--- src/rtl/dot_product_driver.sv ---
// Purpose: stream initiator for the serial dot-product unit. It latches one vector pair,
//   serializes a0..a(N-1), b0..b(N-1) onto din_out, waits for the unit's run strobe, and
//   presents the captured result downstream.
// Latency: a0 is on din_out the cycle after accept. The minimum accept-to-out_valid time
//   is 2N+1 cycles. The WAIT phase is bounded by TIMEOUT cycles.
// Backpressure: in_ready is high only in IDLE, and there is no buffering beyond one pair.
//   The result is held in HOLD until out_ready.
// Ports:
//   clk, resetn               clock and async active-low reset
//   in_valid/in_ready/in_a/in_b   vector pair input; element k = [k*DATA_W +: DATA_W]
//   din_out, frame, last      registered serial stream to the unit (frame=a0, last=b(N-1))
//   res_in, res_run           the unit's dout and run strobe (run only honoured in WAIT)
//   out_valid/out_ready/out_result   result output handshake
//   timeout, mismatch         result was forced by timeout / self-check failed
// Optional feature: define DOT_PRODUCT_DRIVER_CHECK_EN to add a local multiply-accumulate
//   that cross-checks the unit's answer; otherwise mismatch is tied to 0.
module dot_product_driver #(
  parameter int DATA_W  = 8,
  parameter int N       = 3,
  parameter int RES_W   = 18,
  parameter int TIMEOUT = 64
) (
  input  logic                  clk,
  input  logic                  resetn,
  input  logic                  in_valid,
  output logic                  in_ready,
  input  logic [N*DATA_W-1:0]   in_a,
  input  logic [N*DATA_W-1:0]   in_b,
  output logic [DATA_W-1:0]     din_out,
  output logic                  frame,
  output logic                  last,
  input  logic [RES_W-1:0]      res_in,
  input  logic                  res_run,
  output logic                  out_valid,
  input  logic                  out_ready,
  output logic [RES_W-1:0]      out_result,
  output logic                  timeout,
  output logic                  mismatch
);

  localparam int IDX_W = $clog2(2 * N);
  localparam int CNT_W = (TIMEOUT > 1) ? $clog2(TIMEOUT) : 1;
  localparam logic [IDX_W-1:0] LAST_IDX = IDX_W'(2 * N - 1);
  localparam logic [CNT_W-1:0] CNT_LAST = CNT_W'(TIMEOUT - 1);

  typedef enum logic [1:0] {IDLE, SEND, WAIT, HOLD} state_t;

  state_t state, state_nxt;

  logic [IDX_W-1:0]      idx;
  logic [CNT_W-1:0]      cnt;
  // Holds {b, a}. The element currently on din_out sits in the low slot, and the
  // register shifts down by one element per SEND cycle.
  logic [2*N*DATA_W-1:0] sreg;

  always_ff @(posedge clk or negedge resetn) begin
    if (!resetn) state <= IDLE;
    else         state <= state_nxt;
  end

  always_comb begin
    state_nxt = state;
    in_ready  = 1'b0;
    out_valid = 1'b0;
    case (state)
      IDLE: begin
        in_ready = 1'b1;
        if (in_valid) state_nxt = SEND;
      end
      SEND: if (idx == LAST_IDX) state_nxt = WAIT;
      WAIT: if (res_run || cnt == CNT_LAST) state_nxt = HOLD;
      HOLD: begin
        out_valid = 1'b1;
        if (out_ready) state_nxt = IDLE;
      end
      default: state_nxt = IDLE;
    endcase
  end

`ifdef DOT_PRODUCT_DRIVER_CHECK_EN
  logic [N*DATA_W-1:0] a_q, b_q;
  logic [RES_W-1:0]    expected;
  logic                mismatch_q;

  always_comb begin
    expected = '0;
    for (int k = 0; k < N; k++) begin
      expected = expected + (RES_W'(a_q[k*DATA_W +: DATA_W]) * RES_W'(b_q[k*DATA_W +: DATA_W]));
    end
  end

  always_ff @(posedge clk or negedge resetn) begin
    if (!resetn) begin
      a_q        <= '0;
      b_q        <= '0;
      mismatch_q <= 1'b0;
    end else begin
      if (state == IDLE && in_valid) begin
        a_q <= in_a;
        b_q <= in_b;
      end
      if (state == WAIT) begin
        if (res_run)              mismatch_q <= (res_in != expected);
        else if (cnt == CNT_LAST) mismatch_q <= 1'b1;
      end
    end
  end

  assign mismatch = mismatch_q;
`else
  assign mismatch = 1'b0;
`endif

  always_ff @(posedge clk or negedge resetn) begin
    if (!resetn) begin
      idx        <= '0;
      cnt        <= '0;
      sreg       <= '0;
      din_out    <= '0;
      frame      <= 1'b0;
      last       <= 1'b0;
      out_result <= '0;
      timeout    <= 1'b0;
    end else begin
      // The stream outputs are pulses: they default to 0 and are driven only for SEND cycles.
      din_out <= '0;
      frame   <= 1'b0;
      last    <= 1'b0;
      case (state)
        IDLE: begin
          if (in_valid) begin
            sreg    <= {in_b, in_a};
            din_out <= in_a[DATA_W-1:0];
            frame   <= 1'b1;
            idx     <= '0;
          end
        end
        SEND: begin
          if (idx != LAST_IDX) begin
            idx     <= idx + IDX_W'(1);
            sreg    <= sreg >> DATA_W;
            din_out <= sreg[DATA_W +: DATA_W];
            last    <= ((idx + IDX_W'(1)) == LAST_IDX);
          end else begin
            cnt <= '0;
          end
        end
        WAIT: begin
          // A run strobe takes priority over a timeout that expires in the same cycle.
          if (res_run) begin
            out_result <= res_in;
            timeout    <= 1'b0;
          end else if (cnt == CNT_LAST) begin
            out_result <= '0;
            timeout    <= 1'b1;
          end else begin
            cnt <= cnt + CNT_W'(1);
          end
        end
        default: ;
      endcase
    end
  end

endmodule

--- config.mk ---
export PLATFORM = sky130hd
export DESIGN_NAME = dot_product_driver
export DESIGN_NICKNAME = d
export VERILOG_FILES = /design/src/rtl/dot_product_driver.sv
export SDC_FILE = /design/constraint.sdc
export NUM_CORES = 1
export LEC_CHECK = 0
export CAP_MARGIN = 20
export CORE_MARGIN = 2
export CORE_UTILIZATION = 45
export DETAILED_ROUTE_END_ITERATION = 8
export GPL_TIMING_DRIVEN = 0
export PLACE_DENSITY = 0.83
export SYNTH_ARGS = -nofsm -noshare
export SYNTH_HDL_FRONTEND = slang
export SYNTH_SLANG_ARGS = --single-unit
export TNS_END_PERCENT = 5
--- constraint.sdc ---
create_clock -name clk -period 5 [get_ports clk]
set_input_delay 1 -clock clk [delete_from_list [all_inputs] [get_ports clk]]
set_output_delay 1 -clock clk [all_outputs]
set_load 0.01 [all_outputs]
-- Word level (Yosys, flattened, before mapping)
Cells that the tools add are included.
- output and inout port bits: 32
- word-level logic and storage cells: 63
- input bits: 71
- register bits after elaboration: 88
- reductions and logical operators: 9
- equality and inequality tests: 15
- multiplexer cells: 28
- $add $sub $neg: 2
- operators with widths (kind ; count):
    $mux W48 ; 2
    $pmux W48 S2 ; 1
    $mux W18 ; 2
    $mux W6 ; 3
    $mux W8 ; 2
    $ne A2 B2 Y1 const B ; 8
    $pmux W8 S2 ; 1
    $pmux W6 S2 ; 1
    $mux W1 ; 8
    $mux W2 ; 4
    $pmux W2 S4 ; 1
    $reduce_and A4 Y1 ; 2
    $add A6 B1 Y6 const B ; 1
    $eq A3 B3 Y1 const B ; 2
    $eq A6 B6 Y1 const B ; 1
    $mux W3 ; 2
    $pmux W3 S2 ; 1
    $reduce_bool A2 Y1 ; 3
    $eq A2 B2 Y1 const B ; 2
    $add A3 B1 Y3 const B ; 1
    $ne A3 B3 Y1 const B ; 1
    $reduce_and A3 Y1 ; 1
    $eq A2 B1 Y1 const B ; 1
    $logic_not A2 Y1 ; 1
    2 further kinds ; 2

-- Longest topological paths before layout
- word-level depth: 4
- depth in mapped cells: 8
- mapped depth without buffers: 6

-- Worst setup path before layout
No wires, ideal clock.
- path type: input -> register
- from: in in_valid
- to: reg state[1]
- stages: 5
- data required time: 4.872 ns
- setup time: 0.128 ns
- arrival time: 1.831 ns
- slack: 3.042 ns
- cell sequence: nand2b_1 > buf_2 > nand3b_1 > a31oi_1 > mux2_1
- longest elaborated chain between the ends: 2
- RTL lines (item ; line ; text):
    start: declaration ; 25 ; input logic in_valid,
    $ne A2 B2 Y1 (no source line) ; n/a ;
    $reduce_and A4 Y1 (no source line) ; n/a ;
    end signal: assignment ; 58 ; else state <= state_nxt;
    end: declaration ; 48 ; state_t state, state_nxt;
Every way passes these cells.
A chain may end at the register's enable or synchronous reset.

-- Final worst setup path
- from: reg state[0]
- to: out in_ready
- longest elaborated chain between the ends: 2
- RTL lines (item ; line ; text):
    $logic_not A2 Y1 ; 65 ; case (state)
    $mux W1 ; 65 ;
    end: declaration ; 26 ; output logic in_ready,
Every way passes these cells.

==> metrics.txt <==
# DRC=0; largest net degree at the start of global routing=48; clock skew=11.7 ps; period utilization=54.9%; total leakage power=2.23 nW; EDFF count, synth=0; Tot GR Track Use=19.4%; Final Hold Viols=0; Crit. End Element=primary output; H-tree depth=3; Startpoint Class=register; CP max stage delay=580 ps; syn_area_per_cell=10.2 um^2; DR vias=2944; worst path required time=4000 ps; clk sinks=80; Synth top cells by count=nand2_1 (94), dfrtp_1 (80), o21ai_0 (52), mux2i_1 (32), buf_2 (13); Tot Pwr=2.89 mW; cell area after layout=0.00500 mm^2; worst-skew pair later-pin latency=350 ps; peak supply drop=0.243 mV; CTS Hold Bufs=0; post-synth top area cell=dfrtp_1; WL/cell=13.8 um; Die Area=0.00879 mm^2; #FFs+latches synth=80; root buffer cell=clkbuf_8; Die Span Y=93.8 um; RSZ-0062 raised after global routing=no; Post-Syn Instances=357; ys flop type=dfrtp_1; CTS buffer count=9; Starting Density=46.7%; Clock Tree Buf Depth=2; HP Class=register to register; status=finished, final reports clean; Inst Count DP=561; Die W=93.8 um; DP Area=0.00479 mm^2; MaxCap Viol Count=0; CP cell instances=inv_1 -> ha_1 -> clkdlybuf4s50_1; drt pass-1 iters=4; main area contributors after synthesis=dfrtp_1 (55%), nand2_1 (9.7%), mux2i_1 (8.8%); fraction of layout cells with a size suffix above 1=7.79%; buffers added on ports=101; vias per inst=5.10; synth unique cells=36; Post-DRT Antenna Nets=0; post-synthesis sequential area ratio=55.2%; core area=0.00777 mm^2; post-CTS setup buffer count=0; Yosys Warn Count=0; Slowest cell on crit path=clkdlybuf4s50_1; endpoints failing setup=0; TNS Setup=0 ps; max-slew violations=0; syn nets=437; first-pass GRT wire length=13400 um; asr flop ratio synth=100%; vias in the first global route=2913; CP delay by family, top=buffers and inverters; CP Buf/Inv Count=2; Tmin final=2740 ps; Max Freq=365 MHz; initial antenna violation count=0; CTS resizes=0; IO Count=103; Detailed Place HPWL=6260 um; clock-pin slew on the worst setup and hold paths=80 ps; Area growth, synth to finish=38.0%; worst endpoint data arrival time=1740 ps; PwrDens=578 mW/mm^2; area share of the largest cell type after synthesis=55.2%; crit-path max FO=5; most common cell in the netlist=nand2_1; # rows=32; DRT Wirelength=7980 um; critical path class=register to primary output; Syn Std Cell Area=0.00362 mm^2; initial DRC count=64; TritonCTS clock tree=yes; gp weighted congestion=0.771; GRT overflow=0; layout net count=550; ant diodes=0; final cell count without fillers=577
-- worst paths after layout --
| kind | from | end | slack, ps | cells past startpoint |
|---|---|---|---|---|
| max | state[0] | in_ready | 2260 | 3 |
| min | sreg[47] | sreg[47] | 470 | 2 |
| max reg2reg | state[1] | state[1] | 3120 | 7 |
| min reg2reg | sreg[47] | sreg[47] | 470 | 2 |
| max in group asynchronous | resetn | idx[1] | 3840 | 2 |
| min in group asynchronous | resetn | out_result[7] | 590 | 1 |
-- flip-flops by register name, indices dropped and copies added (netlist names) --
register,cells
din_out,8
frame,1
sreg,40
last,1
cnt,6
out_result,18
timeout,1
idx,3
state,2
-- report_power, final --
part	total [mW]	internal (mW)	switching, mW
sequential	1.10	0.941	0.154
clock	0.500	0.260	0.239
combinational	1.30	0.615	0.682
-- cells by family (layout without fill, tap and decap cells) --
logic type	after synthesis	count (layout)	share of synthesized area [%]
other cells	1	1	0.103
flops	80	80	55.2
simple gates	126	126	15.7
compound gates	78	78	12.8
xor+xnor	1	1	0.242
fa+ha+maj	9	9	3.11
buf+inv	29	147	3.66
mux	33	33	9.15
-- worst register-to-register path: stages, from the launching register on --
cell and delay, ps:
dfrtp_1 400, inv_1 90, ha_1 200, buf_4 170, a21boi_1 140, nand3b_1 190, a31oi_1 250, mux2_1 350
-- routing by layer --
| layer | track usage [%] | vias to the layer above | wire length, um |
|---|---|---|---|
| li1 | - | 1442 | - |
| met1 | 23.7 | 1402 | 3470 |
| met2 | 33.6 | 89 | 3900 |
| met3 | 4.74 | 11 | 496 |
| met4 | 6.88 | 0 | 107 |
| met5 | 0 | - | 0 |
-- placed cells by master, fill, tap and decap left out, drive strengths merged, types with 2 or more instances in the layout --
cell type      count
dfrtp             80
nand3              4
clkdlybuf4s50    100
inv                8
nand3b            12
clkinvlp           2
ha                 9
nor3               2
nand2b             4
o221ai             3
nor2               3
mux2i             32
nand2             94
a21oi              2
o21ai             58
and3               2
clkinv             2
a22o               8
buf               17
a21boi             2
clkbuf            17
-- through the flow --
stage / setup slack (ps) / util [%] / hold WS (ps)
6_report: 2260 / 64.4 / 471
5_1_grt: 2150 / 64.4 / 501
3_5_place_dp: 2400 / 61.6 / 456
3_3_place_gp: 254 / 61.3 / 449
4_1_cts: 2240 / 64.4 / 474
2_1_floorplan: 3040 / - / 438
-- layout make-up --
| type | instances | area (um^2) |
|---|---|---|
| plain buffers | 21 | 103 |
| clock buffers | 11 | 151 |
| repair buffers | 102 | 1040 |
| well taps | 102 | 128 |
| inverters | 8 | 30.0 |
| flip-flops and latches | 80 | 2000 |
| multi-input cells | 248 | 1490 |
| clock inverters | 5 | 62.6 |
| fillers | 642 | 2770 |
No activity file was read; power rests on OpenSTA's default activity.
